`src/rtl/mccoy_feeder_pkg.sv`:
```
// Shared encodings and widths for the McCoy program feeder.
package mccoy_feeder_pkg;

  localparam int unsigned INSTR_W = 6;
  localparam int unsigned PC_W    = 8;
  localparam int unsigned CYC_W   = 16;

  localparam logic [INSTR_W-1:0] NOP_INSTR = 6'h00;

  typedef enum logic [1:0] {
    ST_IDLE = 2'b00,
    ST_LOAD = 2'b01,
    ST_RUN  = 2'b10,
    ST_HALT = 2'b11
  } state_t;

  // Saturating increment for the RUN cycle counter.
  function automatic logic [CYC_W-1:0] sat_inc(input logic [CYC_W-1:0] v);
    return (v == {CYC_W{1'b1}}) ? v : v + CYC_W'(1);
  endfunction

endpackage

```
`src/rtl/feeder_mem.sv`:
```
// DEPTH x INSTR_W program store: synchronous write, asynchronous read.
module feeder_mem
  import mccoy_feeder_pkg::*;
#(
  parameter int unsigned DEPTH = 32,
  parameter int unsigned AW    = $clog2(DEPTH)
) (
  input  logic               clk,
  input  logic               i_we,
  input  logic [AW-1:0]      i_waddr,
  input  logic [INSTR_W-1:0] i_wdata,
  input  logic [AW-1:0]      i_raddr,
  output logic [INSTR_W-1:0] o_rdata
);

  // Not reset: contents survive a reset and are gated by prog_len instead.
  logic [INSTR_W-1:0] r_mem [DEPTH];

  always_ff @(posedge clk) begin
    if (i_we) begin
      r_mem[i_waddr] <= i_wdata;
    end
  end

  assign o_rdata = r_mem[i_raddr];

endmodule

```
`src/rtl/mccoy_prog_feeder.sv`:
```
// Program store loader and run sequencer in front of the McCoy core.
// Optional breakpoint support is enabled by defining MCCOY_FEEDER_BKPT_EN.
module mccoy_prog_feeder
  import mccoy_feeder_pkg::*;
#(
  parameter int unsigned DEPTH = 32
) (
  input  logic                     clk,
  input  logic                     reset,
  input  logic                     load_start,
  input  logic                     load_valid,
  input  logic [INSTR_W-1:0]       load_data,
  output logic                     load_ready,
  input  logic                     load_done,
  input  logic                     run_start,
  input  logic [PC_W-1:0]          pc,
  output logic [INSTR_W-1:0]       instr,
  output logic                     core_reset,
  output logic [1:0]               state,
  output logic                     halted,
  output logic [$clog2(DEPTH):0]   prog_len,
  output logic [CYC_W-1:0]         run_cycles
`ifdef MCCOY_FEEDER_BKPT_EN
  ,
  input  logic                     bkpt_en,
  input  logic [PC_W-1:0]          bkpt_addr,
  output logic                     bkpt_hit
`endif
);

  localparam int unsigned AW    = $clog2(DEPTH);
  localparam int unsigned LW    = AW + 1;
  localparam int unsigned CMP_W = (PC_W > LW) ? PC_W : LW;
  localparam logic [AW:0] DEPTH_CNT = LW'(DEPTH);

  state_t             r_state;
  state_t             w_next_state;
  logic [AW:0]        r_wr_ptr;
  logic [AW:0]        r_prog_len;
  logic [CYC_W-1:0]   r_run_cycles;
  logic [INSTR_W-1:0] w_rdata;
  logic [INSTR_W-1:0] w_instr;
  logic               w_core_reset;
  logic               w_load_ready;
  logic               w_wr_en;
  logic               w_ptr_clr;
  logic               w_cyc_clr;
  logic               w_cyc_inc;
  logic               w_oor;
  logic               w_bkpt;

  feeder_mem #(
    .DEPTH (DEPTH),
    .AW    (AW)
  ) u_mem (
    .clk     (clk),
    .i_we    (w_wr_en),
    .i_waddr (r_wr_ptr[AW-1:0]),
    .i_wdata (load_data),
    .i_raddr (pc[AW-1:0]),
    .o_rdata (w_rdata)
  );

  // Full-width compare so a wrapped or high pc never aliases into the store.
  assign w_oor = CMP_W'(pc) >= CMP_W'(r_prog_len);

`ifdef MCCOY_FEEDER_BKPT_EN
  assign w_bkpt = bkpt_en && (pc == bkpt_addr);
`else
  assign w_bkpt = 1'b0;
`endif

  always_ff @(posedge clk) begin
    if (reset) begin
      r_state <= ST_IDLE;
    end else begin
      r_state <= w_next_state;
    end
  end

  always_comb begin
    w_next_state = r_state;
    w_load_ready = 1'b0;
    w_wr_en      = 1'b0;
    w_ptr_clr    = 1'b0;
    w_cyc_clr    = 1'b0;
    w_cyc_inc    = 1'b0;
    w_instr      = NOP_INSTR;
    w_core_reset = 1'b1;
    case (r_state)
      ST_IDLE, ST_HALT: begin
        if (load_start) begin
          w_next_state = ST_LOAD;
          w_ptr_clr    = 1'b1;
        end else if (run_start && (r_prog_len != '0)) begin
          w_next_state = ST_RUN;
          w_cyc_clr    = 1'b1;
        end
      end
      ST_LOAD: begin
        w_load_ready = (r_wr_ptr < DEPTH_CNT);
        w_wr_en      = load_valid && w_load_ready;
        if (load_done) begin
          w_next_state = ST_IDLE;
        end
      end
      ST_RUN: begin
        w_core_reset = 1'b0;
        w_cyc_inc    = 1'b1;
        if (w_oor || w_bkpt) begin
          w_next_state = ST_HALT;
        end else begin
          w_instr = w_rdata;
        end
      end
      default: begin
        w_next_state = ST_IDLE;
      end
    endcase
  end

  // Write pointer, program length and cycle counter.
  always_ff @(posedge clk) begin
    if (reset) begin
      r_wr_ptr     <= '0;
      r_prog_len   <= '0;
      r_run_cycles <= '0;
    end else begin
      if (w_ptr_clr) begin
        r_wr_ptr   <= '0;
        r_prog_len <= '0;
      end else if (w_wr_en) begin
        r_wr_ptr   <= r_wr_ptr + LW'(1);
        r_prog_len <= r_wr_ptr + LW'(1);
      end
      if (w_cyc_clr) begin
        r_run_cycles <= '0;
      end else if (w_cyc_inc) begin
        r_run_cycles <= sat_inc(r_run_cycles);
      end
    end
  end

`ifdef MCCOY_FEEDER_BKPT_EN
  logic r_bkpt_hit;

  always_ff @(posedge clk) begin
    if (reset) begin
      r_bkpt_hit <= 1'b0;
    end else if ((r_state == ST_RUN) && w_bkpt) begin
      r_bkpt_hit <= 1'b1;
    end else if ((r_state == ST_HALT) && (w_next_state != ST_HALT)) begin
      r_bkpt_hit <= 1'b0;
    end
  end

  assign bkpt_hit = r_bkpt_hit;
`endif

  assign load_ready = w_load_ready;
  assign instr      = w_instr;
  assign core_reset = w_core_reset;
  assign state      = r_state;
  assign halted     = (r_state == ST_HALT);
  assign prog_len   = r_prog_len;
  assign run_cycles = r_run_cycles;

endmodule

```
`config.mk`:
```
export PLATFORM = sky130hd
export DESIGN_NAME = mccoy_prog_feeder
export DESIGN_NICKNAME = d
export VERILOG_FILES = /design/src/rtl/mccoy_feeder_pkg.sv /design/src/rtl/feeder_mem.sv /design/src/rtl/mccoy_prog_feeder.sv
export SDC_FILE = /design/constraint.sdc
export NUM_CORES = 1
export LEC_CHECK = 0
export ABC_AREA = 1
export ABC_CLOCK_PERIOD_IN_PS = 2300
export CAP_MARGIN = 20
export CORE_ASPECT_RATIO = 0.9
export CORE_UTILIZATION = 40
export CTS_BUF_LIST = sky130_fd_sc_hd__clkbuf_4 sky130_fd_sc_hd__clkbuf_8
export DETAILED_ROUTE_END_ITERATION = 6
export GPL_TIMING_DRIVEN = 0
export PLACE_DENSITY = 0.63
export SYNTH_ARGS = -nofsm -noshare
export SYNTH_HDL_FRONTEND = slang
export SYNTH_SLANG_ARGS = --single-unit
```
`constraint.sdc`:
```
create_clock -name clk -period 2.3 [get_ports clk]
set_input_delay 0.23 -clock clk [delete_from_list [all_inputs] [get_ports clk]]
set_output_delay 0.23 -clock clk [all_outputs]
set_load 0.01 [all_outputs]
```
==> results of run 1 <==
==> worst max path at each step <==
stage | start | to | slack (ns)
2_1_floorplan | pc[0] | instr[0] | 0.38
3_3_place_gp | pc[1] | instr[4] | -0.77
3_5_place_dp | pc[2] | instr[2] | -0.75
4_1_cts | prog_len[1] | instr[4] | -0.04
5_1_grt | state[0] | u_mem.r_mem[13][4] | -0.18
6_report | state[0] | u_mem.r_mem[13][3] | -0.04
==> cells by family (layout without fill, tap and decap cells) <==
family,count (synthesis),count (layout),share of synthesized area [%]
buffers and inverters,80,216,3.89
XOR/XNOR,8,8,0.739
AND/OR/NAND/NOR,552,552,25.1
AO/OA/AOI/OAI,38,38,2.57
adder cells (fa/ha/maj),14,14,1.85
flip-flops,216,216,65.8
==> cells in the final DEF (no fill, tap or decap), drive strengths merged <==
master and n:
xnor2 6, nand3b 2, clkdlybuf4s50 43, o21ai 8
clkbuf 58, or2 1, and2 1, dlygate4sd2 1
a21oi 28, xor2 2, nand3 185, clkinv 15
clkinvlp 1, nand2 287, bufinv 3, dfxtp 24
nor3 5, inv 38, a211oi 1, o21bai 1
ha 14, nor2 67, nor3b 1, buf 57
nand4 3, edfxtp 192
==> registers in the layout, indices dropped and copies added, names as in the netlist <==
register     count
prog_len         6
u_mem.r_mem    192
run_cycles      16
state            2
==> per-stage QoR <==
stage / hold WS, ns / util (%) / area, um^2 / setup slack [ns] / total power [W]
floorplan: 0.329 / - / 9490 / 0.379 / 0.00504
global placement: 0.509 / 44.5 / 10400 / -0.770 / 0.00543
detailed placement: 0.499 / 45.1 / 10500 / -0.746 / 0.00548
CTS: 0.366 / 49.4 / 11500 / -0.0384 / 0.00920
global route: 0.421 / 49.8 / 11600 / -0.181 / 0.00950
finish: 0.385 / 49.8 / 11600 / -0.0383 / 0.00916
==> tightest hold or removal path, stage by stage <==
cell,delay [ns]
clkdlybuf4s50_1,0.47
inv_1,0.07
nand2_1,0.06
nor2_1,0.03
==> per-layer routing <==
layer  routed length (um)  global-route usage, %  up-vias  part of all wire [%]
met5                    0                      0        -                     0
met2                10500                   30.4      294                    43
li1                     -                      -     3346                     -
met1                10700                   28.6     3269                    44
met3                 2650                   6.39       52                    11
met4                  485                   5.56        0                   2.0
==> where the power goes <==
group	internal, W	switching, W	leakage, nW
combinational	0.000436	0.000683	1.85
sequential	0.00432	0.0000540	1.92
clock	0.00211	0.00156	0.409
total	0.00686	0.00230	4.18
==> layout make-up <==
class | count | area [um^2] | share of cell area, %
Tap cell | 302 | 378 | 3.25
Timing Repair Buffer | 68 | 736 | 6.33
Clock inverter | 19 | 169 | 1.45
Clock buffer | 50 | 619 | 5.33
Inverter | 38 | 153 | 1.31
Sequential cell | 216 | 6260 | 53.9
Buffer | 41 | 241 | 2.08
Multi-Input combinational cell | 612 | 3060 | 26.3
==> timing repair <==
| action | in CTS | in global routing |
|---|---|---|
| setup endpoints to repair | 17 | 157 |
| endpoints found under the hold margin | 0 | 0 |
| gates resized for setup | 80 | 33 |
| pin swaps | 14 | 11 |
| buffers inserted | 9 | 2 |
==> qor.txt, run 1 <==
Outcome = finished with violations
Failing checks = negative setup slack
Area leader, netlist = edfxtp_1
GRT Residual Overflow = 0
Unique cell type count in the Yosys netlist = 33
Clock Latency Late Sink = 0.54 ns
Commonest cells post-synth = nand2_1, edfxtp_1, nand3_1
Setup crit end kind = flip-flop
Min-delay worst type = in2reg
Worst hold stages = 4
Period minus WS final = 2.34 ns
Area grow syn2layout = 22.4%
Root buf cell = clkbuf_8
Final setup vio count = 49
Max cap viols = 0
CP Depth = 5
RSZ-0062 raised after global routing = true
Yosys top cell area share = 60.8%
Leak = 4.18 nW
Initial DRC Count = 634
Die area = 24300 um^2
Arrival @ worst endpoint = 2.49 ns
Reg2reg end = u_mem.r_mem[13][3]
Setup TNS = -1.11 ns
Reg2reg path depth = 5
CP startpoint kind = flip-flop
Crit path cell chain = ha_1 -> inv_1 -> nor2_2 -> nand2_1 -> nor2_1
WL per Instance = 18.0 um
Power density over cell area = 788 nW/um^2
Max stage delay on crit path = 0.57 ns
Initial antenna violation count = 0
Hold Buf Count CTS = 0
Largest cells by area after synthesis = edfxtp_1, nand2_1, nand3_1, dfxtp_1, nor2_1
Net Count, Synth = 942
Drc violations = 0
Post-DP HPWL = 16400 um
Maximum vdd drop = 448 uV
Gpl congestion = 0.911
CTS max path bufs = 3
Site row count = 53
CP Class = reg2reg
ANT cells = 0
FF-to-FF setup slack = -0.04 ns
Layout Nets = 1049
Die width = 164 um
IO buf count = 51
Clock Skews = 0.0212 ns
Fillcell total = 2104
Pins Over Slew Limit = 0
Non-filler instance count after layout = 1346
Slew Limit Headroom = 42.2%
Clock transition at path regs = 0.05 ns
Syn Inst Count = 908
Post-Syn Area = 9490 um^2
Maximum clock rate = 428 MHz
IO Pins = 53
Via/cell ratio = 5.17
Worst-margin pin slew = 0.865 ns
CP top delay family = simple AND/OR/NAND/NOR gates
Async set-reset flop share out of synthesis = 0%
Sequential area share after synthesis = 65.8%
Top FF cell, synth = edfxtp_1
Setup WS post-layout = -0.0383 ns
Vias in the first global route = 6683
Die extent in y = 148 um
Largest net degree at the start of global routing = 24
Synth Register Bits = 216
Largest fanout on the critical path = 8
Via Count = 6961
Syn. warnings = 0
HP Start = reset
Dpl cells = 1267
First-pass GRT wire length = 37000 um
Starting density of the core = 40.6%
Final Hold Fails = 0
TritonCTS buffer count = 38
CP Buf/Inv Count = 1
Critical Path RT = 2.45 ns
Gr usage total = 20.4%
Critical-path top delay cell = nor2_1
Worst R2R Start = state[0]
H-Tree Depth = 2
Core Box Area = 23300 um^2
DR pass1 iterations = 5
Post-route ant nets = 0
Post-synth EDFFs = 192
Total Wirelength = 24300 um
Mean Syn Cell Area = 10.4 um^2
Clock sink count = 216
CTS tree = yes
Tcrit/Tclk final = 102%
Share of post-route cells with drive strength above 1 = 18.5%
Hold endpoint = state[1]
Top-count cell post-synth = nand2_1
No activity file was read; power rests on OpenSTA's default activity.
==> run 2: changes to the inputs <==
- CORE_MARGIN: unset -> 5
==> qor.txt, run 2 (synthesized netlist as in run 1, its figures left out) <==
Maximum clock rate = 428 MHz (+0.14%)
CP most frequent cell = buf_6
Worst hold stages = 4 (unchanged)
Gr usage total = 18.2% (-2.2 points)
Min-delay worst type = in2reg
Starting density of the core = 40.6% (unchanged)
Final hold slack = 0.370 ns (-0.0145 ns)
WL per Instance = 18.0 um (about the same)
Gpl congestion = 0.923 (+1.3%)
Setup crit end kind = output pin
CTS tree = yes
Most common cell after layout, fill and taps aside = nand2_1
Switching part of the total = 25.5% (+0.44 points)
Die area = 26900 um^2 (+11%)
Critical Path RT = 2.07 ns (-0.38 ns)
Final Util = 49.6% (-0.18 points)
Site row count = 53 (unchanged)
Pre-CTS setup slack = -0.748 ns (-0.00191 ns)
Biggest register = u_mem.r_mem
H-Tree Depth = 2 (unchanged)
Clk network pwr share = 37.7% (-2.3 points)
Net Switching = 0.00225 W (-2.0%)
Final Hold Fails = 0 (unchanged)
ANT cells = 0 (unchanged)
Final instance area = 11600 um^2 (-0.35%)
Flop pwr share = 49.6% (+1.9 points)
Arrival @ worst endpoint = 2.11 ns (-0.38 ns)
Leak = 4.17 nW (-0.16%)
Via/cell ratio = 5.15 (-0.46%)
DR pass1 iterations = 5 (unchanged)
Setup TNS = -0.0745 ns (+1.03 ns)
GRT Residual Overflow = 0 (unchanged)
Pins Over Slew Limit = 0 (unchanged)
Largest fanout on the critical path = 4 (-4)
CP Class = reg2out
Die extent in y = 156 um (+5.4%)
Via Count = 6919 (-0.60%)
Clock sink count = 216 (unchanged)
CTS max path bufs = 3 (unchanged)
Total Wirelength = 24200 um (-0.16%)
First-pass GRT wire length = 37600 um (+1.5%)
Max stage delay on crit path = 0.35 ns (-0.22 ns)
CP startpoint kind = flip-flop
Most frequent cells in the layout = nand2_1, edfxtp_1, nand3_1, nor2_1, clkdlybuf4s50_1
Worst-margin pin slew = 0.784 ns (-0.0803 ns)
Core Box Area = 23300 um^2 (unchanged)
Outcome = finished with violations
Die width = 172 um (+4.9%)
Failing checks = negative setup slack
Post-DP HPWL = 16600 um (+1.3%)
Hold endpoint = state[1]
Reg2reg end = u_mem.r_mem[16][3]
Vias in the first global route = 6690 (+0.10%)
Internal = 0.00657 W (-4.3%)
IO Pins = 53 (unchanged)
Max cap viols = 0 (unchanged)
Setup WS post-layout = -0.0351 ns (+0.00320 ns)
HP Start = reset
Clock Skews = 0.0164 ns (-0.00486 ns)
Largest net degree at the start of global routing = 23 (-4.2%)
Tcrit/Tclk final = 102% (-0.14 points)
Max reg flops = 192 (unchanged)
Post-route ant nets = 0 (unchanged)
Clock transition at path regs = 0.06 ns (about the same)
RSZ-0062 raised after global routing = true
IO buf count = 51 (unchanged)
Period minus WS final = 2.34 ns (-0.00320 ns)
Root buf cell = clkbuf_8
Area grow syn2layout = 22.0%
Maximum vdd drop = 484 uV (+8.2%)
Power density over cell area = 762 nW/um^2 (-3.4%)
Drc violations = 0 (unchanged)
Share of post-route cells with drive strength above 1 = 19.0% (+0.52 points)
Placed Area = 10500 um^2 (-0.24%)
Reg2reg path depth = 6 (+1)
Worst R2R Start = state[1]
Comb power frac = 12.8% (+0.6 points)
Initial DRC Count = 759 (+20%)
TritonCTS buffer count = 37 (-2.6%)
Critical-path top delay cell = dfxtp_2
Crit path cell chain = inv_2 -> ha_4 -> inv_1 -> nand2_1 -> a211oi_2 -> nand2_2 -> inv_4 -> buf_6 -> buf_6 -> nand2_4 -> nor2_4 -> buf_6
Slew Limit Headroom = 47.5% (+5.4 points)
Final setup vio count = 3 (-94%)
Initial antenna violation count = 0 (unchanged)
FF-to-FF setup slack = 0 ns (+0.04 ns)
Clock Latency Late Sink = 0.53 ns (about the same)
Layout Nets = 1050 (+0.095%)
==> run 2: power groups by stage <==
stage,Clock [W],Sequential (W),Combinational [W]
6_report,0.00332,0.00437,0.00113
5_1_grt,0.00357,0.00438,0.00124
4_1_cts,0.00340,0.00437,0.00110
3_5_place_dp,0,0.00445,0.00102
3_3_place_gp,0,0.00446,0.000982
2_1_floorplan,0,0.00446,0.000582
==> run 2: critical path, delay by kind of cell (launching register included) <==
family / cells / cell delay, ns
simple gates: 4 / 0.31
fa+ha+maj: 1 / 0.15
buf+inv: 6 / 0.53
flops: 1 / 0.35
compound gates: 1 / 0.23
==> run 2: what timing repair did <==
action                     CTS  global route
hold buffers                 0             0
buffers inserted            10             2
setup endpoints to repair   64           158
pin swaps                   13            12
resized for setup           82            36
==> run 2: worst max path at each step <==
stage	start	endpoint	slack [ns]
2_1_floorplan	pc[0]	instr[0]	0.38
3_3_place_gp	pc[1]	instr[4]	-0.78
3_5_place_dp	pc[1]	instr[2]	-0.75
4_1_cts	prog_len[1]	instr[1]	-0.08
5_1_grt	pc[0]	instr[1]	-0.15
6_report	prog_len[5]	instr[1]	-0.04
==> run 2: through the flow <==
step	instances	total power, W
final	1344	0.00882
after detailed placement	1267	0.00547
after floorplan	908	0.00504
after global routing	1344	0.00919
after CTS	1342	0.00887
after global placement	1261	0.00544
==> run 2: layout make-up <==
type | count | area, um^2
Buffer | 42 | 250
Clock buffer | 52 | 641
Clock inverter | 13 | 66.3
Fill cell | 2148 | 11800
Inverter | 38 | 155
Multi-Input combinational cell | 612 | 3080
Sequential cell | 216 | 6270
Tap cell | 302 | 378
Timing Repair Buffer | 69 | 736
==> run 2: routing by layer <==
metal  GRT usage [%]  vias up  wire length, um
li1                -     3350                -
met1            27.2     3255            11200
met2            26.7      273            10500
met3            4.43       41             2080
met4            4.60        0              433
met5               0        -                0
